**config.mk**
```make
export PLATFORM = sky130hd
export DESIGN_NAME = if_fetch_stage
export DESIGN_NICKNAME = d
export VERILOG_FILES = /design/src/rtl/if_fetch_stage.sv
export SDC_FILE = /design/constraint.sdc
export NUM_CORES = 1
export LEC_CHECK = 0
export ABC_AREA = 1
export CORE_MARGIN = 5
export CORE_UTILIZATION = 48
export DETAILED_ROUTE_END_ITERATION = 10
export PLACE_DENSITY = 0.78
export SKIP_LAST_GASP = 1
export SYNTH_ARGS = -nofsm -noshare
export SYNTH_HDL_FRONTEND = slang
export SYNTH_SLANG_ARGS = --single-unit
```
**constraint.sdc**
```tcl
create_clock -name clk -period 2.8 [get_ports clk]
set_input_delay 0.42 -clock clk [delete_from_list [all_inputs] [get_ports clk]]
set_output_delay 0.42 -clock clk [all_outputs]
set_load 0.03 [all_outputs]
```
**src/rtl/if_fetch_stage.sv**
```systemverilog
// Instruction-fetch stage: owns the PC, issues one outstanding imem request at a time
// and loads the IF/ID register, honouring stall and branch flush/redirect.
module if_fetch_stage #(
  parameter int                 PC_W      = 9,
  parameter int                 INSTR_W   = 32,
  parameter logic [PC_W-1:0]    RESET_PC  = '0,
  parameter logic [INSTR_W-1:0] NOP_INSTR = 32'h0000_0013
) (
  input  logic               clk,
  input  logic               reset,
  input  logic               stall,
  input  logic               flush,
  input  logic [PC_W-1:0]    branch_target,
  output logic               imem_req,
  output logic [PC_W-1:0]    imem_addr,
  input  logic               imem_rvalid,
  input  logic [INSTR_W-1:0] imem_rdata,
  output logic [PC_W-1:0]    if_id_Curr_Pc,
  output logic [INSTR_W-1:0] if_id_Curr_Instr,
  output logic               if_id_valid
);

  typedef enum logic [1:0] {S_REQ, S_WAIT, S_HOLD, S_DROP} state_t;

  state_t             state;
  logic [PC_W-1:0]    pc;
  logic [INSTR_W-1:0] hold_instr;
  logic               deliver;

  function automatic logic [PC_W-1:0] align_word(input logic [PC_W-1:0] a);
    return a & ~PC_W'(3);
  endfunction

  function automatic logic [PC_W-1:0] next_pc(input logic [PC_W-1:0] a);
    return a + PC_W'(4);
  endfunction

  // The request is gated by reset so the port reads idle while reset is held.
  assign imem_req  = (state == S_REQ) && !flush && !reset;
  assign imem_addr = pc;
  assign deliver   = !flush && !stall &&
                     (((state == S_WAIT) && imem_rvalid) || (state == S_HOLD));

  always_ff @(posedge clk or posedge reset) begin
    if (reset) begin
      state            <= S_REQ;
      pc               <= RESET_PC;
      hold_instr       <= NOP_INSTR;
      if_id_Curr_Pc    <= '0;
      if_id_Curr_Instr <= NOP_INSTR;
      if_id_valid      <= 1'b0;
    end else begin
      if (flush)
        pc <= align_word(branch_target);
      else if (deliver)
        pc <= next_pc(pc);

      case (state)
        S_REQ:  if (!flush) state <= S_WAIT;
        S_WAIT: begin
          if (flush) begin
            state <= imem_rvalid ? S_REQ : S_DROP;
          end else if (imem_rvalid) begin
            if (stall) begin
              hold_instr <= imem_rdata;
              state      <= S_HOLD;
            end else begin
              state <= S_REQ;
            end
          end
        end
        S_HOLD: if (flush || !stall) state <= S_REQ;
        S_DROP: if (imem_rvalid) state <= S_REQ;
        default: state <= S_REQ;
      endcase

      // IF/ID register: flush beats stall, stall freezes, otherwise load or bubble.
      if (flush) begin
        if_id_valid      <= 1'b0;
        if_id_Curr_Instr <= NOP_INSTR;
      end else if (!stall) begin
        if (deliver) begin
          if_id_Curr_Pc    <= pc;
          if_id_Curr_Instr <= (state == S_HOLD) ? hold_instr : imem_rdata;
          if_id_valid      <= 1'b1;
        end else begin
          if_id_Curr_Instr <= NOP_INSTR;
          if_id_valid      <= 1'b0;
        end
      end
    end
  end

endmodule
```
==> results.toml, run 1 <==
[sta]
min_period_over_period = 0.790
rsz0062_at_grt = "false"
min_period_ps = 2210
finalSetupViolations = 0
fin_ws_ps = 588
tightest_slew_ps = 539
maxSlewViolCount = 0
slew_headroom = 0.640
clock_skew_ps = 10.7
tns_ps = 0
max_freq_mhz = 452
hold_viol = 0

[global_routing]
grt_pass1_vias = 3217
grt_pass1_wl_microns = 15200
antenna_found_initial = 0
grt_max_degree = 45
overflow = 0
grt.total_usage = 0.195

[floorplan]
fp.dieW_microns = 97.6
design.core.area_sq_um = 7610
dieArea_sq_um = 9530
start_util = 0.484
die_y_microns = 97.6
rows = 32
io_pins = 98

[cts]
post_cts_resized = 0
cts.path.max_buffers = 2
clk_pin_slew_ps = 80
cts_root_buf = "clkbuf_8"
clk_latency_ps = 350
clock_sinks = 81
cts_tree = "built"
cts_setup_buffers = 0
numCtsBuffers = 9
hold_buffers = 0
cts_max_level = 3

[routing]
dr.pass1.iters = 4
ant_nets = 0
vias = 3203
drt_iter0_markers = 168
drc = 0
drt-wirelength-per-cell_microns = 13.5
detail_route.wirelength_microns = 8840
via_per_inst = 4.90

[setup_path]
critPathLaunchType = "register"
ff2ff_setup_slack_ps = 950
end_kind = "primary output"
critPathRequiredTime_ps = 2380
path_max_fanout = 4
cp.arrival_ps = 1790
critPathKind = "reg2out"

[cells_and_area]
area.sequential_sq_um = 2030
nFillCells = 668
layout_common_cells = "nand2_1, clkdlybuf4s50_1, dfrtp_1"
area_delta_synth_final_pct = 32.0
fin_area_sq_um = 4860
nets = 594
antennaDiodeCount = 0
mostFrequentLayoutCell = "nand2_1"
multi_input_area_sq_um = 1340
drive_gt1_frac = 0.0725

[hold_path]
min_path_type = "in2async"

[yosys]
synth.area.top_cells = "dfrtp_1, nand2_1, o21ai_0, dfstp_2, inv_1"
yosysUniqueCellTypes = 24
synth_area_sq_um = 3680
synth_cells = 457
yosysTopAreaCellShare = 0.509
syn_area_per_cell_sq_um = 8.06
yosysWarningCount = 0
ys_seq_area_frac = 0.552
synth_top_cell_by_area = "dfrtp_1"
ys_seq_elements = 81

[power]
leakage_uw = 0.00237
ir_drop_v = 0.000490
p_per_area_nw_per_um2 = 816

[placed_design]
gp_congestion = 0.829
place_ws_ps = 604
placed_cell_area_sq_um = 4670
post-dp-hpwl_microns = 6210
portBuffers = 91

[job]
drv_cap = 0

[run_status]
outcome = "finished, final reports clean"
## kinds of logic after synthesis
| kind of cell | share of synthesized area |
|---|---|
| other cells | 0.00102 |
| fa+ha+maj | 0.00340 |
| buf+inv | 0.0900 |
| compound gates | 0.110 |
| xor+xnor | 0.00238 |
| simple gates | 0.241 |
| flops | 0.552 |
## registers in the layout, indices dropped and copies added (netlist names)
signal and cells:
hold_instr 32, if_id_Curr_Instr 32, if_id_Curr_Pc 7, imem_addr 7
state 2, if_id_valid 1
## report_power, final
group,internal [uW],leakage [uW],switching [uW]
registers,1560,0.00102,164
logic,530,0.00125,872
clock network,437,0.0000936,412
total,2520,0.00237,1450
## Yosys cell counts, drive strengths merged
master and count:
nand2 186, clkbuf 3, nor2 13, dfstp 6, dfrtp 75, buf 22
o21ai 72, xor2 1, nor3 2, ha 1, conb 1, a21oi 7
nand3 21, o21a 1, inv 46
## routing by layer
metal  track usage  vias up  routed length [microns]
met3        0.0596       16                      439
met4        0.0671        0                      166
li1              -     1592                        -
met1         0.248     1515                     3930
met2         0.318       80                     4300
met5             0        -                        0
## per-stage QoR
step | total power [uW] | hold slack, ps | utilization | std cells
6_report | 3970 | 353 | 0.639 | 654
2_1_floorplan | 2640 | 472 | - | 460
3_5_place_dp | 3150 | 465 | 0.614 | 638
5_1_grt | 4240 | 397 | 0.639 | 654
3_3_place_gp | 3090 | 461 | 0.614 | 638
4_1_cts | 4000 | 360 | 0.639 | 654
## critical path: stages (launching register included)
cell	delay, ps
dfrtp_1	430
inv_2	100
nand2_1	80
nor3_1	140
clkdlybuf4s50_1	700
## cell type report
type                    count  area share
repair buffers            101       0.205
multi-input cells         308       0.275
clock inverters             3     0.00875
inverters                  46      0.0358
flip-flops and latches     81       0.418
clock buffers              13      0.0306
well taps                 102      0.0262
## final timing paths
kind / from / end / cells past startpoint
hold reg to reg: if_id_Curr_Instr[15]$_DFFE_PP0P_ / if_id_Curr_Instr[15]$_DFFE_PP0P_ / 2
hold / removal: reset / imem_addr[4]$_DFFE_PP0P_ / 2
setup / recovery: state[0]$_DFFE_PP0P_ / imem_req / 4
setup reg to reg: state[0]$_DFFE_PP0P_ / if_id_Curr_Instr[1]$_DFFE_PP1P_ / 7
max in group asynchronous: reset / hold_instr[4]$_DFFE_PP1P_ / 3
min in group clk: if_id_Curr_Instr[15]$_DFFE_PP0P_ / if_id_Curr_Instr[15]$_DFFE_PP0P_ / 2
Power figures use the tool's default switching activity.
==> inputs of run 2 (changes only) <==
CORE_UTILIZATION = 44   (was 48)
PLACE_DENSITY = 0.76   (was 0.78)
clock period = 1.9 ns   (was 2.8 ns; I/O delays follow)
==> run 2 against run 1 <==
Effect of this change: critical path depth is 3 lower; routed wire length fell by 4.4%; global-route usage decreased by 2.0 points; clock power rose by 78%; count of clock-buffer cells in the layout decreased by 2; combinational power grew 49%; final cell count is 0.76% higher; largest power group unchanged.
==> results.toml, run 2 (same netlist as run 1, synthesis figures left out) <==
[job]
drv_cap = 0

[power]
power_frac_clock = 0.246
p_int_uw = 4020
leakage_uw = 0.00242
p_seq_frac = 0.413
p_per_area_nw_per_um2 = 1230
p_comb_frac = 0.341
ir_drop_v = 0.000684
switchingPower_uw = 2120
p_sw_frac = 0.345

[floorplan]
dieArea_sq_um = 10300
fp.dieW_microns = 102
start_util = 0.451
die_y_microns = 102
io_pins = 98
rows = 33
design.core.area_sq_um = 8180

[routing]
wl_met1_microns = 3630
detail_route.wirelength_microns = 8450
drt_iter0_markers = 104
vias = 3156
dr.max_layer_used = "met4"
wl_met2_microns = 4290
drt-wirelength-per-cell_microns = 12.8
dr_wl_met3_microns = 392
drc = 0
via_per_inst = 4.79
ant_nets = 0
dr.pass1.iters = 7

[sta]
maxSlewViolCount = 0
hold_viol = 0
tns_ps = 0
clock_skew_ps = 11.9
max_freq_mhz = 538
min_period_ps = 1860
finalSetupViolations = 0
min_period_over_period = 0.978
fin_ws_ps = 42.3
fin_hold_ws_ps = 325
rsz0062_at_grt = "false"

[cells_and_area]
antennaDiodeCount = 0
top_regs = "hold_instr x32, if_id_Curr_Instr x32"
mostFrequentLayoutCell = "nand2_1"
drive_gt1_frac = 0.0812
area_delta_synth_final_pct = 35.3
nFillCells = 705
layout_common_cells = "nand2_1, clkdlybuf4s50_1, dfrtp_1"
nets = 596

[cts]
cts.path.max_buffers = 2
hold_buffers = 0
clk_latency_ps = 350
cts_max_level = 3
cts_setup_buffers = 0
numCtsBuffers = 9
clk_pin_slew_ps = 80
clock_sinks = 81
post_cts_resized = 0
cts_tree = "built"
cts_root_buf = "clkbuf_8"

[hold_path]
min_path_type = "in2async"

[run_status]
outcome = "finished, final reports clean"

[setup_path]
end_kind = "primary output"
cp_num_buf_inv = 1
critPathLaunchType = "register"
crit_chain = "clkdlybuf4s50_1"
critPathRequiredTime_ps = 1620
cpLargestDelayFamily = "buffers and inverters"
critPathKind = "reg2out"
path_max_fanout = 2
reg2regPathDepth = 8
cp_slowest_stage_delay_ps = 680
cp.arrival_ps = 1570
slowest_stage = "clkdlybuf4s50_1"
crit_cells = 1

[placed_design]
post-dp-hpwl_microns = 5990
place_ws_ps = 139
gp_congestion = 0.817
portBuffers = 91

[global_routing]
grt_max_degree = 65
grt_pass1_vias = 3121
grt_pass1_wl_microns = 14400
grt.total_usage = 0.175
antenna_found_initial = 0
overflow = 0
## run 2: changes by cell type in the layout (fill, tap and decap cells not counted), sizes merged
cell,delta
bufinv,+2
clkbuf,-2
buf,+3
clkdlybuf4s50,-1
## run 2: per-layer routing
metal  vias up  track usage
li1       1600            -
met1      1473        0.224
met2        73        0.290
met3        10       0.0317
met4         0       0.0808
met5         -            0
## run 2: layout make-up
type	count	area (sq um)	area share
Tap cell	105	131	0.0263
Clock inverter	5	104	0.0208
Sequential cell	81	2030	0.408
Clock buffer	11	141	0.0284
Inverter	46	176	0.0354
Multi-Input combinational cell	308	1340	0.268
Timing Repair Buffer	103	1060	0.213
## run 2: final timing paths
kind                                                   from  slack, ps                                to
max                         if_id_Curr_Instr[1]$_DFFE_PP1P_         40               if_id_Curr_Instr[1]
min                                                   reset        330      if_id_Curr_Pc[3]$_DFFE_PP0P_
max reg2reg                            state[0]$_DFFE_PP0P_        370  if_id_Curr_Instr[15]$_DFFE_PP0P_
min reg2reg                if_id_Curr_Instr[19]$_DFFE_PP0P_        480  if_id_Curr_Instr[19]$_DFFE_PP0P_
max in group asynchronous                             reset        990   if_id_Curr_Instr[0]$_DFFE_PP1P_
min in group clk           if_id_Curr_Instr[19]$_DFFE_PP0P_        480  if_id_Curr_Instr[19]$_DFFE_PP0P_
## run 2: stage by stage
step | std cells | utilization | area [sq um] | total power [uW]
after floorplan | 460 | - | 3700 | 3890
after global placement | 643 | 0.580 | 4740 | 4600
after detailed placement | 643 | 0.580 | 4740 | 4680
after CTS | 659 | 0.610 | 4990 | 6210
after global routing | 659 | 0.610 | 4990 | 6560
final | 659 | 0.610 | 4990 | 6140
## run 2: power by group through the flow
stage	Clock (uW)	Sequential [uW]	Combinational (uW)
CTS	1550	2540	2120
global placement	0	2550	2050
floorplan	0	2910	975
global route	1620	2610	2330
detailed placement	0	2570	2110
finish	1510	2540	2090
==> inputs of run 3 (changes only) <==
CORE_UTILIZATION = 48   (was 44)
PLACE_DENSITY = 0.78   (was 0.76)
SLEW_MARGIN = 20   (was default)
clock period = 1.95 ns   (was 1.9 ns; I/O delays follow)
==> run 3 against run 2 <==
Effect of this change: non-clock buffer count grew 2; critical path type unchanged; largest cell class unchanged; utilization grew 4.2 points; total power down 4.9%; critical path depth did not move; via count rose by 1.1%; clock skew decreased by 1.2 ps; global-route usage up 0.77 points; flip-flop and latch count is the same.
==> results.toml, run 3 (same netlist as run 1, synthesis figures left out) <==
[run_status]
outcome = "finished, final reports clean"

[cts]
cts_tree = "built"
clk_pin_slew_ps = 80
cts_setup_buffers = 0
clk_latency_ps = 340
post_cts_resized = 0
clock_sinks = 81
cts_max_level = 3
numCtsBuffers = 9
cts_root_buf = "clkbuf_8"
cts.path.max_buffers = 2
hold_buffers = 0

[routing]
ant_nets = 0
via_per_inst = 4.85
dr.pass1.iters = 6
drc = 0
detail_route.wirelength_microns = 8280
drt_iter0_markers = 184
drt-wirelength-per-cell_microns = 12.6
vias = 3190

[global_routing]
overflow = 0
grt.total_usage = 0.183
grt_pass1_vias = 3110
grt_max_degree = 65
antenna_found_initial = 0
grt_pass1_wl_microns = 14400

[placed_design]
gp_congestion = 0.812
placed_cell_area_sq_um = 4740
place_ws_ps = 196
portBuffers = 91
post-dp-hpwl_microns = 5870

[setup_path]
cp.arrival_ps = 1560
cp_slowest_stage_delay_ps = 670
critPathLaunchType = "register"
end_kind = "primary output"
critPathRequiredTime_ps = 1660
cpLargestDelayFamily = "buffers and inverters"
crit_chain = "clkdlybuf4s50_1"
critPathKind = "reg2out"
cp_num_buf_inv = 1
path_max_fanout = 2
slowest_stage = "clkdlybuf4s50_1"

[floorplan]
dieArea_sq_um = 9530
die_y_microns = 97.6
design.core.area_sq_um = 7610
io_pins = 98
start_util = 0.484
fp.dieW_microns = 97.6
rows = 32

[sta]
min_period_ps = 1860
max_freq_mhz = 539
clock_skew_ps = 10.7
tns_ps = 0
min_period_over_period = 0.952
maxSlewViolCount = 0
finalSetupViolations = 0
hold_viol = 0
rsz0062_at_grt = "false"
fin_ws_ps = 94.5

[power]
p_seq_frac = 0.424
leakage_uw = 0.00242
p_sw_frac = 0.353
p_comb_frac = 0.347
power_frac_clock = 0.229
switchingPower_uw = 2060
ir_drop_v = 0.000848
power_uw = 5840
p_int_uw = 3780
p_per_area_nw_per_um2 = 1180

[cells_and_area]
mostFrequentLayoutCell = "nand2_1"
fin_area_sq_um = 4960
antennaDiodeCount = 0
drive_gt1_frac = 0.0845
area_delta_synth_final_pct = 34.6
top_regs = "hold_instr x32, if_id_Curr_Instr x32"
nFillCells = 636
nets = 598
final_util = 0.652
layout_common_cells = "nand2_1, clkdlybuf4s50_1, dfrtp_1"

[hold_path]
min_path_type = "in2async"

[job]
drv_cap = 0
==> run 3: cell count changes in the layout (fill, tap and decap cells not counted), sizes merged <==
cell / delta
buf: +2
bufinv: -1
clkinv: +1
==> run 3: metrics by stage <==
| stage | hold WS, ps | std cells |
|---|---|---|
| 3_5_place_dp | 464 | 642 |
| 3_3_place_gp | 461 | 642 |
| 2_1_floorplan | 382 | 460 |
| 6_report | 350 | 658 |
| 4_1_cts | 347 | 658 |
| 5_1_grt | 367 | 658 |
==> run 3: final timing paths <==
kind / from / end / slack [ps] / cells after the start
hold / removal: reset / imem_addr[8]$_DFFE_PP0P_ / 350 / 2
hold reg to reg: if_id_Curr_Instr[19]$_DFFE_PP0P_ / if_id_Curr_Instr[19]$_DFFE_PP0P_ / 480 / 2
setup / recovery: if_id_Curr_Instr[4]$_DFFE_PP1P_ / if_id_Curr_Instr[4] / 90 / 1
setup reg to reg: state[0]$_DFFE_PP0P_ / if_id_Curr_Instr[4]$_DFFE_PP1P_ / 530 / 7
min in group clk: if_id_Curr_Instr[19]$_DFFE_PP0P_ / if_id_Curr_Instr[19]$_DFFE_PP0P_ / 480 / 2
max in group asynchronous: reset / if_id_Curr_Instr[18]$_DFFE_PP0P_ / 1090 / 3
==> run 3: routing by layer <==
metal	share of wire	vias to the layer above	wire length [microns]	GRT usage
met3	0.053	5	440	0.0503
met5	0	-	0	0
met2	0.49	78	4030	0.298
met4	0.0051	0	42	0.0607
li1	-	1607	-	-
met1	0.46	1500	3770	0.236
==> run 3: power by group through the flow <==
stage / clock (uW) / sequential [uW] / combinational (uW)
finish: 1340 / 2470 / 2030
CTS: 1380 / 2470 / 2060
detailed placement: 0 / 2500 / 2040
global placement: 0 / 2480 / 1980
floorplan: 0 / 2840 / 950
global route: 1450 / 2540 / 2270
==> run 3: final cells by class <==
class / instances / area, sq um / area share
clock buffers: 11 / 141 / 0.0285
clock inverters: 5 / 78.8 / 0.0159
inverters: 46 / 176 / 0.0356
multi-input cells: 308 / 1340 / 0.270
flip-flops and latches: 81 / 2030 / 0.410
well taps: 102 / 128 / 0.0257
repair buffers: 105 / 1060 / 0.214
